==> config.mk <==
export PLATFORM = sky130hd
export DESIGN_NAME = decode_stage
export DESIGN_NICKNAME = d
export VERILOG_FILES = /design/src/rtl/decode_stage.sv
export SDC_FILE = /design/constraint.sdc
export NUM_CORES = 1
export LEC_CHECK = 0
export CAP_MARGIN = 20
export CORE_ASPECT_RATIO = 1.5
export CORE_MARGIN = 1.5
export CORE_UTILIZATION = 55
export CTS_CLUSTER_DIAMETER = 30
export DETAILED_ROUTE_END_ITERATION = 8
export PLACE_DENSITY_LB_ADDON = 0.15
export SLEW_MARGIN = 25
export SYNTH_ARGS = -nofsm -noshare
export SYNTH_HDL_FRONTEND = slang
export SYNTH_SLANG_ARGS = --single-unit
==> constraint.sdc <==
create_clock -name i_clk -period 5.1 [get_ports i_clk]
set_clock_uncertainty 0.15 [all_clocks]
set_input_delay 1.02 -clock i_clk [delete_from_list [all_inputs] [get_ports i_clk]]
set_output_delay 1.02 -clock i_clk [all_outputs]
set_load 0.02 [all_outputs]
==> src/rtl/decode_stage.sv <==
// decode_stage: RV32 decode into a 2-entry skid buffer; DECODE_SYSTEM_EN makes fence/system legal.
module decode_stage #(
  parameter int PC_W = 32,
  parameter int ILEN = 32
) (
  input  logic            i_clk,
  input  logic            i_rst_n,
  input  logic            i_valid,
  output logic            o_ready,
  input  logic [ILEN-1:0] i_instr,
  input  logic [PC_W-1:0] i_pc,
  input  logic            i_flush,
  output logic            o_valid,
  input  logic            i_ready,
  output logic [ILEN-1:0] o_instr,
  output logic [PC_W-1:0] o_pc,
  output logic [15:0]     o_ctrl,
  output logic            o_illegal
);
  localparam int W = ILEN + PC_W + 17;
  typedef enum logic [1:0] {EMPTY, ONE, FULL} state_t;
  state_t state_q, state_d;
  logic [W-1:0] ent_q [2];
  logic [W-1:0] ent_d [2];
  logic [W-1:0] ent_in;
  logic [6:0] op;
  logic [2:0] f3;
  logic [13:0] c14;
  logic [1:0] lo;
  logic ill, push, pop;
  assign op = i_instr[6:0];
  assign f3 = i_instr[14:12];
  always_comb begin
    c14 = '0;
    lo = {f3[2], ~op[5]};
    ill = 1'b0;
    case (op)
      7'b0000011: c14 = 14'b00_1_000_01_1_1_0_0_0_0;
      7'b0010011: c14 = f3[1:0] == 2'b01 ? 14'b10_1_010_00_1_0_0_0_0_0 : 14'b10_1_001_00_1_0_0_0_0_0;
      7'b0100011: c14 = 14'b00_1_011_00_0_1_1_0_0_0;
      7'b0110011: c14 = 14'b10_0_000_00_1_0_0_0_0_0;
      7'b0010111, 7'b0110111: c14 = 14'b00_0_100_10_1_0_0_0_0_0;
      7'b1100011: c14 = 14'b01_0_101_00_0_0_0_1_0_0;
      7'b1100111: c14 = 14'b00_0_110_11_1_0_0_0_0_1;
      7'b1101111: c14 = 14'b00_0_111_11_1_0_0_0_1_0;
      7'b0000000: lo = 2'b00;
`ifdef DECODE_SYSTEM_EN
      7'b0001111: lo = 2'b00;
      7'b1110011: lo = 2'b10;
`endif
      default: ill = 1'b1;
    endcase
  end
  assign ent_in = {i_instr, i_pc, c14, lo, ill};
  assign o_ready = state_q != FULL && i_rst_n;
  assign o_valid = state_q != EMPTY && i_rst_n;
  assign {o_instr, o_pc, o_ctrl, o_illegal} = o_valid ? ent_q[0] : '0;
  assign push = i_valid && o_ready;
  assign pop = o_valid && i_ready;
  // push+pop can only happen in ONE, since FULL blocks push and EMPTY blocks pop
  always_comb begin
    state_d = state_q;
    ent_d = ent_q;
    if (i_flush) state_d = EMPTY;
    else if (push && !pop) begin
      ent_d[state_q != EMPTY] = ent_in;
      state_d = state_q == EMPTY ? ONE : FULL;
    end else if (pop && !push) begin
      ent_d[0] = ent_q[1];
      state_d = state_q == FULL ? ONE : EMPTY;
    end else if (push && pop) ent_d[0] = ent_in;
  end
  always_ff @(posedge i_clk) begin
    if (!i_rst_n) begin
      state_q <= EMPTY;
      ent_q[0] <= '0;
      ent_q[1] <= '0;
    end else begin
      state_q <= state_d;
      ent_q <= ent_d;
    end
  end
endmodule

==> impl_results.md <==
- Post-Syn Area: between 7000 and 8000 µm²
- Antenna violations before repair: 0
- # Post-CTS Setup Buffers: 0
- DIE WIDTH: slightly below 100 µm
- DP Wirelength: about 11000 µm
- Reg2Reg Depth: 10
- Setup TNS: 0 ns
- Tmin final: about 4.1 ns
- Flops & latches, synth: 162
- Max IR drop VDD: 224.3 µV
- Min-delay worst type: flop to flop
- Row Count: slightly above 50
- Max_slew headroom: approximately 46%
- Mapped Nets: approximately 950
- DR WL/cell: about 16 µm
- Detail Route Antenna Nets: 0
- Initial Utilization: a little under three fifths
- Fmax: 243.3 MHz
- Area leader, netlist: dfxtp_1
- Actual slew at the worst max-slew pin: 0.8064 ns
- Residual DRC: 0
- Tcrit/Tclk final: slightly above 80%
- Placer Congestion: between 0.8 and 0.9
- CP startpoint: i_rst_n
- Sequential element share of the synthesized area: 44.96%
- Total track usage: between 20% and 30%
- Global-route wire length before repair: roughly 30000 µm
- Yosys warnings: 0
- Status: finished clean
- CP Capture Type: output pin
- Fill count: around 1000
- Top cells by area, synth: dfxtp_1 (45%), nand2_1 (7.5%), a221oi_2 (7.5%), and2_1 (7.3%), a21oi_1 (6.5%)
- Final Hold Fails: 0
- Pwr Density: between 200 and 300 nW/µm²
- Htree depth: 4
- Total power: around 0.0028 W
- Post-synth ARST share: 0%
- # diodes: 0
- R2R Path Start: state_q[0]
- Post_cts resized: 0
- Synth unique cells: 39
- DRT Pass-1 Iters: 5
- Max-slew violations: 0
- Cts bufs inserted: 17
- Share of layout cells above drive strength 1: 9.457%
- P&R area growth vs syn: 30.08%
- Crit path DAT: 2.94 ns
- Die area: 13830 µm²
- RSZ-0062 raised after global routing: no
- Max-cap viol count: 0
- Worst-path clk slew: approximately 0.06 ns
- Crit Path Max Fanout: 55
- Congestion Overflow GR: 0
- Post-synth top area share: approximately 45%
- EDFF count, synth: 0
- Reg2reg setup slack: between 1.5 and 2 ns
- Vias per cell: between 5 and 6
- Clk sinks: between 150 and 200
- FF-to-FF End: ent_q[149]
- Startpoint types: primary input
- Hold buffers post-CTS: 0
- CTS tree: yes
- Post-Route WL: 18320 µm
- Ys flop type: dfxtp_1
- Via count of the first global-routing pass: 6254
- Largest net degree at the start of global routing: ~110
- Worst Path Required: slightly below 4 ns
- Bufs on Longest Clock Path: 2
- DR vias: ~6600
- Die Y: around 140 µm
- Worst Path Class, Setup: primary input to output pin
- Skew-Pair Late Insertion Delay: approximately 0.42 ns
- Iter 0 DRT Violations: roughly 470
- Core box area: between 10000 and 15000 µm²
- Number of port buffers: 151
- Setup violators final: 0
- Syn avg cell area: 8.234 µm²
- Root Driver: clkbuf_16
- CP endpoint: o_pc[14]
- Nets: around 1100
- Pleak: 3.231 nW
- Top Ports: 152
- Post-Synthesis Cells: 876
==> state kept, by name, summed over array words and instances, names as in the netlist <==
signal and flops:
ent_q 160, state_q 2
==> metrics by stage <==
stage	cell area (µm²)	hold slack [ns]	instances	utilization, %	worst slack (ns)
final	9383	0.3037	1153	72.79	0.9890
after global routing	9383	0.3240	1153	72.79	0.8378
after CTS	9379	0.3025	1153	72.76	0.9900
after detailed placement	8788	0.2948	1122	68.18	0.9104
after global placement	8788	0.2878	1122	68.18	0.9690
after floorplan	7213	0.2815	876	-	1.771
==> power by group <==
| group | internal, W | switching, W |
|---|---|---|
| clock | 0.000771 | 0.000512 |
| sequential | 0.00130 | 0.0000163 |
| combinational | 0.0000960 | 0.000113 |
==> critical path, cell delays in order <==
cell,delay [ns]
clkdlybuf4s50_1,0.52
inv_4,0.05
nor2_4,0.11
buf_4,0.39
and2_1,0.21
clkdlybuf4s50_1,0.62
==> cell usage after synthesis, types with 6 or more instances <==
library cell	instances
nor2_1	87
a21oi_1	93
dfxtp_1	162
buf_2	14
inv_1	6
a221oi_2	36
clkbuf_1	60
a221oi_1	36
and2_1	84
o21ai_0	22
nor3_1	73
nand2_1	145
==> cell usage in the layout (no fill, tap or decap), types with 22 or more instances in the layout <==
master	synthesis	routed
a21oi_1	93	93
a221oi_1	36	36
a221oi_2	36	36
and2_1	84	84
clkdlybuf4s50_1	0	151
dfxtp_1	162	162
nand2_1	145	145
nor2_1	87	84
nor3_1	73	73
o21ai_0	22	22
==> metal layers <==
metal	GRT usage [%]	share of wire, %	up-vias
met1	34.31	43	3126
met4	8.391	1.5	0
li1	-	-	3263
met5	0	0	-
met2	46.60	51	217
met3	4.739	5.1	22
==> cells by family after synthesis <==
logic type / count (synthesis) / synth area share, %
DFF: 162 / 44.96
adders and majority gates: 3 / 0.5204
and+or+nand+nor: 414 / 26.87
xor gates and xnor gates: 1 / 0.1214
AOI/OAI and AO/OA: 207 / 22.03
buffers and inverters: 89 / 5.499
==> worst min path at each step <==
| stage | start | end | slack [ns] | cells past startpoint |
|---|---|---|---|---|
| 6_report | ent_q[4] | ent_q[4] | 0.30 | 2 |
| 4_1_cts | ent_q[4] | ent_q[4] | 0.30 | 2 |
| 5_1_grt | ent_q[4] | ent_q[4] | 0.32 | 2 |
| 2_1_floorplan | ent_q[2] | ent_q[2] | 0.28 | 2 |
| 3_5_place_dp | ent_q[4] | ent_q[4] | 0.29 | 2 |
| 3_3_place_gp | ent_q[4] | ent_q[4] | 0.29 | 2 |
==> cell type report <==
type,count,area (µm²),share of cell area [%]
clock buffer,19,432.9,4.614
clock inverter,12,157.7,1.680
inverter,6,25.02,0.2667
multi-input combinational,625,3617,38.55
sequential,162,3243,34.56
tap,159,198.9,2.120
timing repair buffer,170,1708,18.20
No activity file was read; power rests on OpenSTA's default activity.
